$ cat config.mk
export PLATFORM = sky130hd
export DESIGN_NAME = button_ctrl_flat
export DESIGN_NICKNAME = d
export VERILOG_FILES = /design/src/rtl/button_ctrl_if.sv /design/src/rtl/button_ctrl.sv /design/src/flat_wrapper.sv
export SDC_FILE = /design/constraint.sdc
export NUM_CORES = 1
export LEC_CHECK = 0
export CORE_MARGIN = 2
export CORE_UTILIZATION = 54
export DETAILED_ROUTE_END_ITERATION = 12
export HOLD_SLACK_MARGIN = 0.05
export PLACE_DENSITY_LB_ADDON = 0.12
export SLEW_MARGIN = 20
export SYNTH_ARGS = -nofsm -noshare
export SYNTH_HDL_FRONTEND = slang
export SYNTH_SLANG_ARGS = --single-unit
$ cat constraint.sdc
create_clock -name clk -period 2.3 [get_ports clk]
set_clock_uncertainty 0.05 [all_clocks]
set_input_delay 0.69 -clock clk [delete_from_list [all_inputs] [get_ports clk]]
set_output_delay 0.69 -clock clk [all_outputs]
set_load 0.01 [all_outputs]
$ cat src/rtl/button_ctrl_if.sv
// ---------------------------------------------------------------------------
// button_ctrl_if
//   Register bus between a bus master and the button controller.
//   Ports (signals):
//     addr   [31:0]  byte address, master -> controller
//     we             one-cycle write strobe, master -> controller
//     wdata  [31:0]  write data, master -> controller
//     rdata  [31:0]  registered read data, controller -> master
//     irq            level interrupt, controller -> master
// ---------------------------------------------------------------------------
interface button_ctrl_if;
  logic [31:0] addr;
  logic        we;
  logic [31:0] wdata;
  logic [31:0] rdata;
  logic        irq;

  modport master (
    output addr,
    output we,
    output wdata,
    input  rdata,
    input  irq
  );

  modport slave (
    input  addr,
    input  we,
    input  wdata,
    output rdata,
    output irq
  );
endinterface

$ cat src/rtl/button_ctrl.sv
// ---------------------------------------------------------------------------
// button_ctrl
//   Memory-mapped controller for N_BTN push-buttons. Every raw pin is brought
//   into the clk domain by a two-flop synchroniser, then debounced by a
//   per-channel stability counter. Edges of the debounced level are latched
//   into a write-1-to-clear pending register, and enabled pending bits drive a
//   registered level interrupt.
//
//   Register map (byte addresses):
//     BASE_ADDR      LEVEL  (RO)   debounced button levels
//     BASE_ADDR + 4  PEND   (W1C)  latched edges
//     BASE_ADDR + 8  IE     (RW)   interrupt enables
//
//   Ports:
//     clk     system clock
//     rst_n   asynchronous active-low reset
//     button  raw button pins, asynchronous to clk
//     bus     register bus (slave side): addr, we, wdata in; rdata, irq out
// ---------------------------------------------------------------------------
module button_ctrl #(
  parameter int unsigned N_BTN     = 5,
  parameter logic [31:0] BASE_ADDR = 32'hFFFF_F078,
  parameter logic [19:0] DB_CYCLES = 20'd1000000,
  parameter logic [1:0]  EDGE_MODE = 2'd0
) (
  input  logic             clk,
  input  logic             rst_n,
  input  logic [N_BTN-1:0] button,
  button_ctrl_if.slave     bus
);

  // -------------------------------------------------------------------------
  // Constants
  // -------------------------------------------------------------------------
  localparam int unsigned CW = $clog2(int'(DB_CYCLES) + 1);

  // A change is accepted on the cycle the counter has already seen
  // DB_CYCLES-1 consecutive differing samples, i.e. on the DB_CYCLES-th one.
  localparam logic [CW-1:0] CNT_LAST = CW'(DB_CYCLES - 20'd1);

  localparam logic [31:0] ADDR_LEVEL = BASE_ADDR;
  localparam logic [31:0] ADDR_PEND  = BASE_ADDR + 32'd4;
  localparam logic [31:0] ADDR_IE    = BASE_ADDR + 32'd8;

  typedef enum logic [1:0] {
    EDGE_RISE = 2'd0,
    EDGE_FALL = 2'd1,
    EDGE_BOTH = 2'd2
  } edge_mode_e;

  // Encoding 3 is not a real mode and falls back to rising-edge detection.
  localparam edge_mode_e MODE = (EDGE_MODE == 2'd1) ? EDGE_FALL :
                                (EDGE_MODE == 2'd2) ? EDGE_BOTH : EDGE_RISE;

  // -------------------------------------------------------------------------
  // State
  // -------------------------------------------------------------------------
  logic [N_BTN-1:0] sync1_q;
  logic [N_BTN-1:0] sync2_q;
  logic [N_BTN-1:0] level_q,  level_d;
  logic [N_BTN-1:0] level_prev_q;
  logic [CW-1:0]    cnt_q [N_BTN];
  logic [CW-1:0]    cnt_d [N_BTN];
  logic [N_BTN-1:0] pend_q,   pend_d;
  logic [N_BTN-1:0] ie_q,     ie_d;
  logic [31:0]      rdata_q,  rdata_d;
  logic             irq_q,    irq_d;

  // -------------------------------------------------------------------------
  // Debounce: a channel's level follows sync2 only after the two have
  // differed for DB_CYCLES consecutive samples; any agreement restarts.
  // -------------------------------------------------------------------------
  always_comb begin
    // NOTE: every combinational output gets a default before any branch, so
    // no path leaves it unassigned and no latch is inferred.
    level_d = level_q;
    for (int i = 0; i < int'(N_BTN); i++) begin
      cnt_d[i] = '0;
      if (sync2_q[i] != level_q[i]) begin
        if (cnt_q[i] == CNT_LAST) begin
          level_d[i] = sync2_q[i];
        end else begin
          cnt_d[i] = cnt_q[i] + CW'(1);
        end
      end
    end
  end

  // -------------------------------------------------------------------------
  // Edge detection on the debounced level
  // -------------------------------------------------------------------------
  logic [N_BTN-1:0] rise;
  logic [N_BTN-1:0] fall;
  logic [N_BTN-1:0] set;

  assign rise = level_q & ~level_prev_q;
  assign fall = ~level_q & level_prev_q;

  always_comb begin
    set = rise;
    unique case (MODE)
      EDGE_RISE: set = rise;
      EDGE_FALL: set = fall;
      EDGE_BOTH: set = rise | fall;
      default:   set = rise;
    endcase
  end

  // -------------------------------------------------------------------------
  // Register writes
  // -------------------------------------------------------------------------
  logic             wr_pend;
  logic             wr_ie;
  logic [N_BTN-1:0] clr;

  assign wr_pend = bus.we && (bus.addr == ADDR_PEND);
  assign wr_ie   = bus.we && (bus.addr == ADDR_IE);
  assign clr     = wr_pend ? bus.wdata[N_BTN-1:0] : '0;

  // Set is OR-ed in after the clear, so an edge arriving in the same cycle
  // as its W1C is never lost.
  assign pend_d = (pend_q & ~clr) | set;
  assign ie_d   = wr_ie ? bus.wdata[N_BTN-1:0] : ie_q;

  // Interrupt looks at next-state values so it tracks pend/ie with exactly
  // one cycle of latency from the causing edge or write.
  assign irq_d = |(pend_d & ie_d);

  // Upper write-data bits have no storage behind them.
  logic unused_wdata;
  assign unused_wdata = ^bus.wdata;

  // -------------------------------------------------------------------------
  // Read mux: loads only on an address hit and otherwise holds. Uses the
  // current (pre-write) register values, so a same-cycle read and write of
  // one register returns the old contents.
  // -------------------------------------------------------------------------
  always_comb begin
    rdata_d = rdata_q;
    if (bus.addr == ADDR_LEVEL) begin
      rdata_d = 32'(level_q);
    end else if (bus.addr == ADDR_PEND) begin
      rdata_d = 32'(pend_q);
    end else if (bus.addr == ADDR_IE) begin
      rdata_d = 32'(ie_q);
    end
  end

  // -------------------------------------------------------------------------
  // Sequential state
  // -------------------------------------------------------------------------
  always_ff @(posedge clk or negedge rst_n) begin
    if (!rst_n) begin
      sync1_q      <= '0;
      sync2_q      <= '0;
      level_q      <= '0;
      level_prev_q <= '0;
      // NOTE: the counter array is a small bank of flops rather than a RAM,
      // and it must be reset so that a reset mid-debounce discards partial
      // counts.
      for (int i = 0; i < int'(N_BTN); i++) begin
        cnt_q[i] <= '0;
      end
      pend_q       <= '0;
      ie_q         <= '0;
      rdata_q      <= '0;
      irq_q        <= 1'b0;
    end else begin
      // NOTE: non-blocking assignments here, so every flop samples the
      // pre-edge value of the others (sync1 -> sync2 stays a true 2-flop
      // chain regardless of statement order).
      sync1_q      <= button;
      sync2_q      <= sync1_q;
      level_q      <= level_d;
      level_prev_q <= level_q;
      for (int i = 0; i < int'(N_BTN); i++) begin
        cnt_q[i] <= cnt_d[i];
      end
      pend_q       <= pend_d;
      ie_q         <= ie_d;
      rdata_q      <= rdata_d;
      irq_q        <= irq_d;
    end
  end

  assign bus.rdata = rdata_q;
  assign bus.irq   = irq_q;

endmodule
$ cat src/flat_wrapper.sv
// flat-port wrapper written by rule: the top's interface ports become plain ports
module button_ctrl_flat 
#(
  parameter int unsigned N_BTN     = 5,
  parameter logic [31:0] BASE_ADDR = 32'hFFFF_F078,
  parameter logic [19:0] DB_CYCLES = 20'd1000000,
  parameter logic [1:0]  EDGE_MODE = 2'd0
)
  (clk, rst_n, button, bus_addr, bus_we, bus_wdata, bus_rdata, bus_irq);
  button_ctrl_if bus_i ();
  input  logic clk;
  input  logic rst_n;
  input  logic [N_BTN-1:0] button;
  input wire logic [$bits(bus_i.addr)-1:0] bus_addr;
  input wire logic [$bits(bus_i.we)-1:0] bus_we;
  input wire logic [$bits(bus_i.wdata)-1:0] bus_wdata;
  output wire logic [$bits(bus_i.rdata)-1:0] bus_rdata;
  output wire logic [$bits(bus_i.irq)-1:0] bus_irq;
  assign bus_i.addr = bus_addr;
  assign bus_i.we = bus_we;
  assign bus_i.wdata = bus_wdata;
  assign bus_rdata = bus_i.rdata;
  assign bus_irq = bus_i.irq;
  button_ctrl #(.N_BTN(N_BTN), .BASE_ADDR(BASE_ADDR), .DB_CYCLES(DB_CYCLES), .EDGE_MODE(EDGE_MODE)) u_core (.clk(clk), .rst_n(rst_n), .button(button), .bus(bus_i));
endmodule
* Word-level counts from Yosys, hierarchy flattened
Cells that the tools add are included.
** Storage, ports and cells
- Output and inout bits :: 33
- Register bits after elaboration :: 163
- Input port bits :: 72
- Logic and storage cells :: 65
** Cells by class
- Equal/unequal tests :: 13
- Add/subtract/negate cells :: 5
- Bitwise gates (word level) :: 6
- Reductions and logical operators :: 9
- Multiplexer cells :: 15
** Operator list (count)
- $mux 20 :: 10
- $add 20x1->20 const B :: 5
- $eq 20x20->1 const B :: 5
- $eq 32x32->1 const B :: 3
- $mux 32 :: 3
- $and 5x5->5 :: 3
- $mux 5 :: 2
- $not 5->5 :: 2
- $reduce_and 2->1 :: 5
- $ne 1x1->1 :: 5
- $or 5x5->5 :: 1
- $reduce_or 5->1 :: 1
- $reduce_bool 3->1 :: 1
- $logic_and 1x1->1 :: 2

* Depth between registers and ports, before layout
Gate-level depths: netlist of run 1.
- Depth in word-level cells :: 8
- Depth in mapped cells :: 8
- Depth with buffers taken out :: 7

* Least setup slack after synthesis of run 1
No wires, ideal clock.
- Path kind :: input-to-reg
- Start point :: input bus_addr[8]
- End point :: register u_core.irq_q, in the netlist u_core.bus.irq
- Buffers on the path :: 0
- Setup time :: 0.139 ns
- Slack :: -0.626 ns
- Stages :: 6
- Arrival :: 2.738 ns
- Data required time :: 2.111 ns
- Path through :: or4b_4 -> nor4_4 -> nand4_4 -> mux2_1 -> a21boi_1 -> or4_1
** On the way
- Elaborated cells on any way between the ends :: 11
- Classes of those cells :: eq/ne: 2; mux: 2; bitwise: 4; reduce/logical: 3
** RTL lines
- start, declared :: line flat_wrapper.sv:14 : input wire logic [$bits(bus_i.addr)-1:0] bus_addr;
- $eq 32x32->1 :: line button_ctrl.sv:117 : assign wr_ie = bus.we && (bus.addr == ADDR_IE);
- $logic_and 1x1->1 :: line button_ctrl.sv:117
- $mux 5 :: line button_ctrl.sv:123 : assign ie_d = wr_ie ? bus.wdata[N_BTN-1:0] : ie_q;
- via u_core.ie_d[0] :: line button_ctrl.sv:65 : logic [N_BTN-1:0] ie_q, ie_d;
- $and 5x5->5 :: line button_ctrl.sv:127 : assign irq_d = |(pend_d & ie_d);
- $reduce_or 5->1 :: line button_ctrl.sv:127
- via u_core.irq_d :: line button_ctrl.sv:67 : logic irq_q, irq_d;
- end signal, assigned :: line button_ctrl.sv:182 : irq_q <= irq_d;
- end, declared :: line button_ctrl.sv:67
The timed path passes the listed nets, and every way through them passes these cells.
A chain may end at the register's enable or synchronous reset.

* Worst setup path after layout of run 1
- Start point :: input bus_addr[30]
- End point :: register u_core.irq_q, in the netlist u_core.bus.irq
The elaborated chain is that of the path after synthesis.

==> results.cfg, run 1 <==
[yosys]
async_flop_share = 1.000
synth_cell_type_count = 38
ys_seq_area_frac = 0.5339
syn_area_mm2 = 0.006375
yosysWarnings = 0
synthFlopType = dfrtp_1
synth-edff-count = 0
synth-seq-cells = 136
syn_inst = 626
avgSynthCellArea_um2 = 10.18

[critical_path]
crit_arrival_ns = 2.91
cp.required_ns = 2.53
critical_path_class = in -> reg
crit_path_start_kind = input pin
rrSetupSlack_ns = 0.28
crit_fanout = 5
worstReg2RegEnd = u_core.cnt_q[87]
rr_worst_depth = 7
endpoint_kind = flip-flop
cp-endpoint = u_core.bus.irq
regToRegStartpoint = u_core.cnt_q[80]
crit_path_start = bus_addr[30]

[clocking]
tritoncts = done
clk_latency_ns = 0.44
cts.path.max_buffers = 2
clkSinkCount = 136
clkTransAtPathRegs_ns = 0.06
root_buffer = clkbuf_16
cts_buffers = 17
h-tree-depth = 4

[layout]
instances_no_fill = 873
multi_input_area_mm2 = 0.002804
drive_above_1_share = 0.1151
regArea_mm2 = 0.003403
area_growth_pct = 21.96
final_common_cell = dfrtp_1
layout_common_cells = 136 x dfrtp_1, 119 x nor2_1, 56 x xor2_1
diodes = 0
fill_cells = 903
design_area_mm2 = 0.007775
layout.nets = 794

[pwr]
p_per_area_mw_per_mm2 = 700.9
max-vdd-ir-drop_v = 0.0006304
p_leak_uw = 0.003512

[floorplanning]
core_area_mm2 = 0.01147
fp.dieW_um = 112.7
die_area_mm2 = 0.01269
start_util = 0.5559
die_y_um = 112.7
io_pins = 105
num_rows = 39

[run]
maxCapViolCount = 0

[detailed_routing]
routedWlPerCell_um = 14.32
viasPerCell = 5.259
firstDrtPassIters = 4
drt-initial-drc-count = 351
drc = 0
drt-total-wl_mm = 12.50
num_vias = 4591
drtAntennaViolNets = 0

[grt]
grt_first_pass_wirelength_mm = 21.16
use_met3 = 0.06479
grt_util_all_layers = 0.2098
grt_overflow_total = 0
grt_use_met1 = 0.2648
antenna_found_initial = 0
grt_use_met2 = 0.3333
first_global_vias = 4676
grt_max_degree = 48
busiest_layer = met2

[timing]
relSlewSlack = 0.6428
fin_crit_ns = 2.681
post-route-period-util = 1.166
setup_viol = 1
fmax_mhz = 373.0
grt_setup_unrepaired = yes
max_slew.worst_pin.slew_ns = 0.5318
slew_violations = 0
hold_violations = 0
finalSetupTns_ns = -0.3811
setup_ws_ns = -0.3811

[place]
io_buffer_count = 50
dpl-instance-area_mm2 = 0.007143
placedCellCount = 836
place.gp.congestion = 0.8436
dp_hpwl_mm = 8.366

[status]
violations = setup timing
outcome = finished, violations left

[worst_hold_path]
hp-class = in -> async
-- critical path: stages --
cell and delay (ns):
clkdlybuf4s15_1 0.16, or4b_4 0.46, nor4_4 0.31, nand4_4 0.17, buf_6 0.16, mux2_4 0.30, a21boi_2 0.16, or4_1 0.51
-- final cells by class --
class | instances | share of cell area
Inverter | 14 | 0.006759
Timing Repair Buffer | 82 | 0.09302
Clock buffer | 23 | 0.06405
Sequential cell | 136 | 0.4377
Tap cell | 143 | 0.02301
Clock inverter | 9 | 0.01481
Multi-Input combinational cell | 466 | 0.3606
-- report_power, final --
group          switching (uW)  internal (uW)  leakage (uW)
clock                    1020           1740      0.000296
sequential               24.9           2420       0.00185
combinational             135            103       0.00137
-- how the worst min path moves through the flow --
stage	depth (start not counted)	startpoint	slack (ns)	end
after floorplan	0	u_core.sync1_q[0]	0.28	u_core.sync2_q[0]
after global placement	0	u_core.sync1_q[0]	0.29	u_core.sync2_q[0]
after detailed placement	0	u_core.sync1_q[2]	0.29	u_core.sync2_q[2]
after CTS	1	rst_n	0.14	u_core.cnt_q[10]
after global routing	1	rst_n	0.16	u_core.cnt_q[8]
final	1	rst_n	0.15	u_core.ie_q[2]
-- cells in the mapped netlist (all sizes together) (5+ instances only) --
cell type | count | area share
ha | 5 | 0.0098
clkbuf | 9 | 0.0053
nor3 | 14 | 0.011
xor2 | 56 | 0.077
mux2i | 5 | 0.0079
inv | 14 | 0.0082
mux2 | 10 | 0.018
nor4b | 6 | 0.0082
buf | 27 | 0.032
nand4 | 27 | 0.029
and3 | 16 | 0.016
nand3 | 44 | 0.035
nand2 | 43 | 0.025
and4 | 5 | 0.0069
nor4 | 10 | 0.012
dfrtp | 136 | 0.53
nor2 | 119 | 0.070
xnor2 | 37 | 0.051
o21ai | 11 | 0.0086
a21oi | 7 | 0.0055
-- stage by stage --
step           utilization  power, uW  hold WS, ns  setup slack, ns
2_1_floorplan            -       2608       0.2812          -0.6031
3_3_place_gp        0.6229       2733       0.2878          -0.9931
3_5_place_dp        0.6229       2738       0.2871           -1.051
4_1_cts             0.6746       5514       0.1417          -0.3500
5_1_grt             0.6780       5647       0.1650          -0.4275
6_report            0.6780       5449       0.1460          -0.3811
-- per-layer routing --
layer  wire length (um)  share of wire  vias up
met5                  0              0        -
li1                   -              -     2254
met1               5655           0.45     2223
met3                469          0.038       17
met4                184          0.015        0
met2               6193           0.50       97
-- registers in the layout (all words and copies together) (netlist names) --
signal and count:
u_core.bus.irq 1, u_core.bus.rdata 5, u_core.cnt_q 100, u_core.ie_q 5, u_core.level_prev_q 5, u_core.level_q 5
u_core.pend_q 5, u_core.sync1_q 5, u_core.sync2_q 5
-- what timing repair did --
action / 4_1_cts / 5_1_grt
gates resized for setup: 36 / 9
buffers inserted: 1 / 4
setup endpoints to repair: 9 / 1
pin swaps: 9 / 5
hold buffers: 0 / 0
-- logic make-up (layout without fill, tap and decap cells) --
group / Yosys count / count (layout) / synth area share
buffers and inverters: 50 / 128 / 0.04534
AO/OA/AOI/OAI: 25 / 25 / 0.02296
XOR/XNOR: 93 / 93 / 0.1278
flip-flops: 136 / 136 / 0.5339
adder cells (fa/ha/maj): 5 / 5 / 0.009814
AND/OR/NAND/NOR: 301 / 301 / 0.2342
other: 1 / 27 / 0.0005882
multiplexers: 15 / 15 / 0.02552
(Power assumes the default switching activity.)
==> run 2, diff against run 1 <==
--- a/config.mk
+++ b/config.mk
@@ -6,8 +6,9 @@
 export NUM_CORES = 1
 export LEC_CHECK = 0
 export CORE_MARGIN = 2
-export CORE_UTILIZATION = 54
+export CORE_UTILIZATION = 60
 export DETAILED_ROUTE_END_ITERATION = 12
+export DONT_BUFFER_PORTS = 1
 export HOLD_SLACK_MARGIN = 0.05
 export PLACE_DENSITY_LB_ADDON = 0.12
 export SLEW_MARGIN = 20
==> run 2 against run 1 <==
  * The flow finishes with violations (hold timing, setup timing)
  * Wire length shrank 4.4%
  * Core utilization up 1.2 points
  * Critical path type unchanged
  * Critical endpoint unchanged
  * Setup slack improved by 0.33 ns
  * Fmax rose by 14%
==> results.cfg, run 2 (synthesized netlist as in run 1, its figures left out) <==
[grt]
first_global_vias = 4485
grt_max_degree = 137
grt_first_pass_wirelength_mm = 20.64
grt_util_all_layers = 0.2318
antenna_found_initial = 0
grt_overflow_total = 0

[timing]
post-route-period-util = 1.021
setup_viol = 1
setup_ws_ns = -0.04767
fin_crit_ns = 2.348
hold_violations = 136
relSlewSlack = 0.6227
grt_setup_unrepaired = yes
fmax_mhz = 426.0
holdWs_ns = -0.2101
max_slew.worst_pin.slew_ns = 0.5617
slew_violations = 0

[layout]
drive_above_1_share = 0.08246
largest-register = u_core.cnt_q
largest_reg_flops = 100
instances_no_fill = 803
layout.nets = 731
design_area_mm2 = 0.007119
final_common_cell = dfrtp_1
layout_common_cells = 136 x dfrtp_1, 119 x nor2_1, 56 x xor2_1
area_growth_pct = 11.68
fill_cells = 761
diodes = 0

[critical_path]
cp.required_ns = 2.66
crit_path_start_kind = input pin
endpoint_kind = flip-flop
rr_worst_depth = 7
crit_arrival_ns = 2.70
crit_fanout = 5
critical_path_class = in -> reg
rrSetupSlack_ns = 0.32
worstReg2RegEnd = u_core.cnt_q[28]
regToRegStartpoint = u_core.cnt_q[20]

[place]
placedCellCount = 771
dp_hpwl_mm = 7.836
place.gp.congestion = 0.8149
io_buffer_count = 0
dpl-instance-area_mm2 = 0.006573

[detailed_routing]
routedWlPerCell_um = 14.89
firstDrtPassIters = 4
drt-initial-drc-count = 209
drt-total-wl_mm = 11.96
num_vias = 4426
viasPerCell = 5.512
drtAntennaViolNets = 0
drc = 0

[pwr]
p_per_area_mw_per_mm2 = 715.3
max-vdd-ir-drop_v = 0.0005577
p_leak_uw = 0.003206

[floorplanning]
die_area_mm2 = 0.01147
fp.dieW_um = 107.1
core_area_mm2 = 0.01032
io_pins = 105
num_rows = 37
die_y_um = 107.1
start_util = 0.6175

[clocking]
tritoncts = done
clkTransAtPathRegs_ns = 0.06
clk_latency_ns = 0.55
cts.repair.resized = 0
cts_buffers = 17
clkSinkCount = 136
h-tree-depth = 4
post_cts_buffers = 0
root_buffer = clkbuf_8
cts.path.max_buffers = 2

[run]
maxCapViolCount = 0

[status]
violations = hold timing, setup timing
outcome = finished, violations left

[worst_hold_path]
hp-class = in -> async
run 2: changes by cell type in the layout (fill, tap and decap cells not counted), sizes merged:
cell           previous run  this run
clkdlybuf4s50            33         0
dlygate4sd2               5         0
buf                      40        19
clkbuf                   25        23
clkdlybuf4s15             2         0
run 2: worst max-delay path by stage:
| stage | cells after the start | startpoint | end |
|---|---|---|---|
| 4_1_cts | 6 | bus_addr[1] | u_core.bus.irq |
| 3_3_place_gp | 6 | bus_addr[1] | u_core.bus.irq |
| 3_5_place_dp | 6 | bus_addr[1] | u_core.bus.irq |
| 2_1_floorplan | 6 | bus_addr[1] | u_core.bus.irq |
| 5_1_grt | 6 | bus_addr[1] | u_core.bus.irq |
| 6_report | 6 | bus_addr[1] | u_core.bus.irq |
run 2: metrics by stage:
stage                       util  total power, uW  TNS (ns)  setup slack, ns
after global routing      0.6896             5261   -0.1092          -0.1092
after floorplan                -             2608   -0.9321          -0.6031
after CTS                 0.6896             5149  -0.03572         -0.03572
after detailed placement  0.6367             2599    -1.206          -0.6247
after global placement    0.6367             2595   -0.9668          -0.5592
final                     0.6896             5093  -0.04767         -0.04767
run 2: metal layers:
metal,vias to the layer above,part of all wire,global-route usage,routed length (um)
met5,-,0,0,0
met1,2179,0.43,0.2827,5154
li1,2131,-,-,-
met3,25,0.057,0.08997,687
met2,91,0.49,0.3644,5867
met4,0,0.021,0.1058,247
run 2: report_power, final:
group | total [uW] | leakage (uW) | switching [uW] | internal (uW)
Sequential | 2450 | 0.00185 | 25.7 | 2420
Clock | 2530 | 0.000266 | 974 | 1560
Combinational | 109 | 0.00109 | 69.9 | 39.2
run 2: layout make-up:
| cell class | instances | area (um2) | area share |
|---|---|---|---|
| well taps | 136 | 170.2 | 0.02390 |
| clock inverters | 9 | 100.1 | 0.01406 |
| flip-flops and latches | 136 | 3403 | 0.4780 |
| multi-input cells | 466 | 2791 | 0.3921 |
| clock buffers | 23 | 446.7 | 0.06274 |
| repair buffers | 19 | 155.1 | 0.02179 |
| inverters | 14 | 52.55 | 0.007381 |
run 2: worst max-delay path, cell delays in order:
cell	delay [ns]
or4b_4	0.53
nor4_4	0.29
nand4_4	0.19
mux2_4	0.34
a21boi_1	0.13
or4_1	0.53
==> run 3, diff against run 2 <==
--- a/config.mk
+++ b/config.mk
@@ -5,12 +5,13 @@
 export SDC_FILE = /design/constraint.sdc
 export NUM_CORES = 1
 export LEC_CHECK = 0
-export CORE_MARGIN = 2
+export CORE_MARGIN = 3
 export CORE_UTILIZATION = 60
 export DETAILED_ROUTE_END_ITERATION = 12
 export DONT_BUFFER_PORTS = 1
 export HOLD_SLACK_MARGIN = 0.05
 export PLACE_DENSITY_LB_ADDON = 0.12
+export SKIP_LAST_GASP = 1
 export SLEW_MARGIN = 20
 export SYNTH_ARGS = -nofsm -noshare
 export SYNTH_HDL_FRONTEND = slang
==> constraint.sdc (replaced) <==
create_clock -name clk -period 2.3 [get_ports clk]
set_clock_uncertainty 0.05 [all_clocks]
set_input_delay 0.46 -clock clk [delete_from_list [all_inputs] [get_ports clk]]
set_output_delay 0.46 -clock clk [all_outputs]
set_load 0.01 [all_outputs]
==> run 3 against run 2 <==
  * Global-route usage shrank 1.3 points
  * Highest routed layer unchanged
  * Largest power group unchanged
  * Non-clock buffer count grew 7
  * Combinational power grew 9%
  * Die area grew 3.8%
  * Largest cell class unchanged
  * The run ends with hold timing left
==> results.cfg, run 3 (synthesized netlist as in run 1, its figures left out) <==
[clocking]
clkSinkCount = 136
tritoncts = done
holdBufCountCts = 10
clkTransAtPathRegs_ns = 0.06
cts.repair.resized = 0
cts.path.max_buffers = 2
clk_latency_ns = 0.51
cts_buffers = 17
post_cts_buffers = 0
root_buffer = clkbuf_8
h-tree-depth = 4

[floorplanning]
io_pins = 105
die_y_um = 109.1
die_area_mm2 = 0.01190
start_util = 0.6347
num_rows = 36
fp.dieW_um = 109.1
core_area_mm2 = 0.01004

[timing]
fmax_mhz = 460.6
slew_violations = 0
grt_setup_unrepaired = no
hold_violations = 136
post-route-period-util = 0.9439
holdWs_ns = -0.4111
fin_crit_ns = 2.171
setup_viol = 0

[layout]
instances_no_fill = 807
largest-register = u_core.cnt_q
final_common_cell = dfrtp_1
regArea_mm2 = 0.003403
largest_reg_flops = 100
area_growth_pct = 13.86
layout.nets = 738
multi_input_area_mm2 = 0.002791
layout_common_cells = 136 x dfrtp_1, 119 x nor2_1, 56 x xor2_1
fill_cells = 720
drive_above_1_share = 0.08012
diodes = 0
design_area_mm2 = 0.007258

[detailed_routing]
drc = 0
drt-total-wl_mm = 11.83
viasPerCell = 5.359
drtAntennaViolNets = 0
firstDrtPassIters = 5
num_vias = 4325
drt-initial-drc-count = 198
routedWlPerCell_um = 14.66

[worst_hold_path]
hp-class = in -> async

[critical_path]
endpoint_kind = flip-flop
path_delay_family = simple AND/OR/NAND/NOR gates
crit_chain = or4b_4, nor4_4, nand4_4, mux2_4, a21boi_1, or4_1
slowest_stage = or4_1
crit_path_start_kind = input pin
cpPeakStageDelay_ns = 0.54
crit_fanout = 5
crit_arrival_ns = 2.49
crit_buf_inv = 0
critical_path_class = in -> reg
cp.required_ns = 2.62

[grt]
grt_use_met2 = 0.3627
use_met3 = 0.06276
grt_first_pass_wirelength_mm = 20.28
grt_max_degree = 137
busiest_layer = met2
grt_util_all_layers = 0.2189
grt_overflow_total = 0
antenna_found_initial = 0
first_global_vias = 4353
grt_use_met1 = 0.2741

[place]
dpl-instance-area_mm2 = 0.006534
place.gp.congestion = 0.8329
io_buffer_count = 0
placedCellCount = 765
dp_hpwl_mm = 7.722

[pwr]
p_leak_uw = 0.003265
switchingPower_uw = 1066
internal_power_uw = 4342
power_frac_seq = 0.453
power.total_uw = 5408
pwr-share-clk = 0.525
power.share.switching = 0.1971
combPwrFrac = 0.022
max-vdd-ir-drop_v = 0.0005363
p_per_area_mw_per_mm2 = 745.1

[status]
outcome = finished, violations left
violations = hold timing

[run]
maxCapViolCount = 0
==> run 3: layout make-up <==
type,count,area share
clock buffers,20,0.05861
clock inverters,12,0.02741
inverters,14,0.007240
multi-input cells,466,0.3846
flip-flops and latches,136,0.4689
well taps,133,0.02293
repair buffers,26,0.03034
==> run 3: layer usage <==
metal | vias up | routed length [um]
met4 | 0 | 118
met2 | 78 | 5950
li1 | 2146 | -
met5 | - | 0
met3 | 24 | 547
met1 | 2077 | 5218
==> run 3: stage by stage <==
step           hold WS (ns)  setup TNS (ns)  utilization  setup WS (ns)
2_1_floorplan        0.1144         -0.3731            -        -0.3731
3_3_place_gp         0.1175         -0.3254       0.6505        -0.3254
3_5_place_dp         0.1182         -0.5581       0.6505        -0.4180
4_1_cts             -0.4335               0       0.7226         0.1383
5_1_grt             -0.4467               0       0.7226        0.07279
6_report            -0.4111               0       0.7226         0.1290
==> run 3: power groups by stage <==
stage	clock (uW)	combinational (uW)	sequential, uW
2_1_floorplan	0	123	2490
3_3_place_gp	0	103	2490
3_5_place_dp	0	104	2490
4_1_cts	2890	120	2450
5_1_grt	3020	138	2450
6_report	2840	119	2450
==> run 3: worst paths after layout <==
check                      slack (ns)                end  depth (start not counted)         startpoint
max                              0.13     u_core.bus.irq                          6        bus_addr[1]
max reg2reg                      0.30   u_core.cnt_q[59]                          6   u_core.cnt_q[47]
min in group clk                 0.09   u_core.pend_q[2]                          3       bus_wdata[2]
min                             -0.41    u_core.cnt_q[1]                          0              rst_n
min reg2reg                      0.30  u_core.sync2_q[0]                          0  u_core.sync1_q[0]
max in group asynchronous        2.47   u_core.cnt_q[53]                          0              rst_n
==> patch (flow settings as in run 2) <==
`N_BTN` is set to 5 in 2 places; all go to 4.
--- a/src/rtl/button_ctrl.sv
+++ b/src/rtl/button_ctrl.sv
@@ -18,7 +18,7 @@
 //     bus     register bus (slave side): addr, we, wdata in; rdata, irq out
 // ---------------------------------------------------------------------------
 module button_ctrl #(
-  parameter int unsigned N_BTN     = 5,
+  parameter int unsigned N_BTN     = 4,
   parameter logic [31:0] BASE_ADDR = 32'hFFFF_F078,
   parameter logic [19:0] DB_CYCLES = 20'd1000000,
   parameter logic [1:0]  EDGE_MODE = 2'd0
--- a/src/flat_wrapper.sv
+++ b/src/flat_wrapper.sv
@@ -1,7 +1,7 @@
 // flat-port wrapper written by rule: the top's interface ports become plain ports
 module button_ctrl_flat 
 #(
-  parameter int unsigned N_BTN     = 5,
+  parameter int unsigned N_BTN     = 4,
   parameter logic [31:0] BASE_ADDR = 32'hFFFF_F078,
   parameter logic [19:0] DB_CYCLES = 20'd1000000,
   parameter logic [1:0]  EDGE_MODE = 2'd0
Interface: changed (resized button); port bits go from 105 to 104. No check against the original RTL was run, so the function may have changed too.
==> patch against run 2 <==
The run ends with hold timing left. Worst setup slack gained 0.22 ns. Sequential cell count shrank 27. Combinational power down 13%. Synthesized area shrank 15%. Sequential share of layout area rose by 0.088 points. Cell area fell by 20%. Critical path depth rose by 1. Power down 36%. Critical endpoint is now u_core.cnt_q[77]. Non-clock buffer count fell by 10. Routed wire length fell by 26%. Highest routed layer unchanged.
==> patch: results (changes against run 2) <==
| Metric | Value |
|---|---|
| Status | `complete, but fails checks` |
| Failing checks | `hold timing` |
| Largest Register | `u_core.cnt_q` |
| Post-DP HPWL | `6.13 mm (-22%)` |
| M1 WL | `4.25 mm (-18%)` |
| Adder-Cell Fraction of Synth Area | `0.922% (-0.059 points)` |
| Clock transition at path regs | `0.11 ns (+0.05 ns)` |
| Max FFs per register | `80 (-20%)` |
| Worst-Skew Late Latency | `0.36 ns (-0.19 ns)` |
| Leakage | `2.49 nW (-22%)` |
| Post-place setup slack | `-0.132 ns (+0.493 ns)` |
| CTS max path bufs | `2 (unchanged)` |
| Startpoint types | `flip-flop` |
| Initial antenna violation count | `0 (unchanged)` |
| Number of global-route vias before repair | `3621 (-19%)` |
| GPL Wtd Cong | `0.808 (-0.82%)` |
| Post-synthesis compound-gate area fraction | `1.68% (-0.61 points)` |
| Fraction of layout cells with a size suffix above 1 | `9.06% (+0.81 points)` |
| YS warnings | `0 (unchanged)` |
| CTS root buf | `clkbuf_8` |
| Global-route wire length before repair | `15.9 mm (-23%)` |
| Post-Synthesis Cells | `538 (-14%)` |
| Synth area leaders | `dfrtp_1 50%, xnor2_1 8.2%, nor2_1 7.0%` |
| DR pass1 iterations | `4 (unchanged)` |
| Peak supply drop | `349 uV (-37%)` |
| GR Layer Usage met3 | `5.20% (-3.8 points)` |
| Met1 usage | `26.2% (-2.1 points)` |
| Dpl cells | `644 (-16%)` |
| Total GRT Usage | `19.8% (-3.4 points)` |
| Routed WL | `8.88 mm (-26%)` |
| Met2 Routed Length | `4.30 mm (-27%)` |
| Htree depth | `3 (-1)` |
| Max FO, Critical Path | `19 (+14)` |
| Xor/xnor share of the synthesized area | `12.3% (-0.51 points)` |
| Drt initial violations | `137 (-34%)` |
| Multiplexer share of the synthesized area | `2.58% (+0.030 points)` |
| Vias per cell | `5.38 (-2.4%)` |
| Largest net degree at the start of global routing | `110 (-20%)` |
| Met2 Usage GRT | `32.4% (-4.1 points)` |
| Num CTS Buffers | `9 (-8)` |
| # fillers | `694 (-8.8%)` |
| Critical path arrival | `2.33 ns (-0.37 ns)` |
| Netlist cell types | `44 (+16%)` |
| Synth top cells by count | `109 x dfrtp_1, 101 x nor2_1, 51 x xnor2_1` |
| Post-DP Area | `5470 um2 (-17%)` |
| Seq/Total Area, Yosys | `50.3% (-3.1 points)` |
| Drt wl/cell | `13.4 um (-9.7%)` |
| FF-to-FF Start | `u_core.cnt_q[60]` |
| WHS | `-0.0358 ns (+0.174 ns)` |
| ANT cells | `0 (unchanged)` |
| Hold Crit Class | `input port to asynchronous set/reset pin` |
| # Post-CTS Setup Buffers | `0 (unchanged)` |
| Top sig layer | `met4` |
| Fin. Hold Viols | `92 (-32%)` |
| Met3 Wirelength | `246 um (-64%)` |
| Core area | `8760 um2 (-15%)` |
| Slew Viols, Final | `0 (unchanged)` |
| Layout Nets | `622 (-15%)` |
| Post-synth ARST share | `100% (unchanged)` |
-- patch: final cells by class --
type | count | area (um2) | share of cell area [%]
clock inverter | 6 | 78.8 | 1.38
sequential | 109 | 2730 | 47.9
inverter | 22 | 82.6 | 1.45
timing repair buffer | 9 | 80.1 | 1.41
multi-input combinational | 396 | 2450 | 43.1
tap | 108 | 135 | 2.37
clock buffer | 10 | 138 | 2.42
-- patch: worst max-delay path, stage by stage, from the launching register on --
cell,delay [ns]
dfrtp_1,0.42
ha_1,0.22
and4_1,0.28
nand2_1,0.10
nor4_1,0.34
buf_4,0.18
or2_2,0.32
nor2_1,0.10
-- patch: logic make-up (layout without fill, tap and decap cells) --
| family | Yosys count | count (layout) |
|---|---|---|
| AND/OR/NAND/NOR | 262 | 262 |
| flip-flops | 109 | 109 |
| XOR/XNOR | 76 | 76 |
| buffers and inverters | 60 | 47 |
| AO/OA/AOI/OAI | 13 | 13 |
| multiplexers | 13 | 13 |
| adder cells (fa/ha/maj) | 4 | 4 |
| other | 1 | 28 |
-- patch: repair_timing --
item,CTS,global route
endpoints found under the setup margin,0,14
gates resized for setup,0,1
endpoints found under the hold margin,109,109
-- patch: path summary, 6_finish.rpt --
check	endpoint	slack (ns)	cells past startpoint
setup / recovery	u_core.cnt_q[77]	0.17	7
max in group asynchronous	u_core.cnt_q[58]	2.03	0
hold reg to reg	u_core.sync2_q[2]	0.31	0
setup reg to reg	u_core.cnt_q[77]	0.17	7
min in group clk	u_core.sync1_q[0]	0.29	0
hold / removal	u_core.bus.rdata[2]	-0.04	0
-- patch: where the power goes --
| group | switching (mW) | internal (mW) |
|---|---|---|
| combinational | 0.0627 | 0.0318 |
| clock | 0.657 | 0.557 |
| sequential | 0.0210 | 1.94 |
| total | 0.741 | 2.53 |
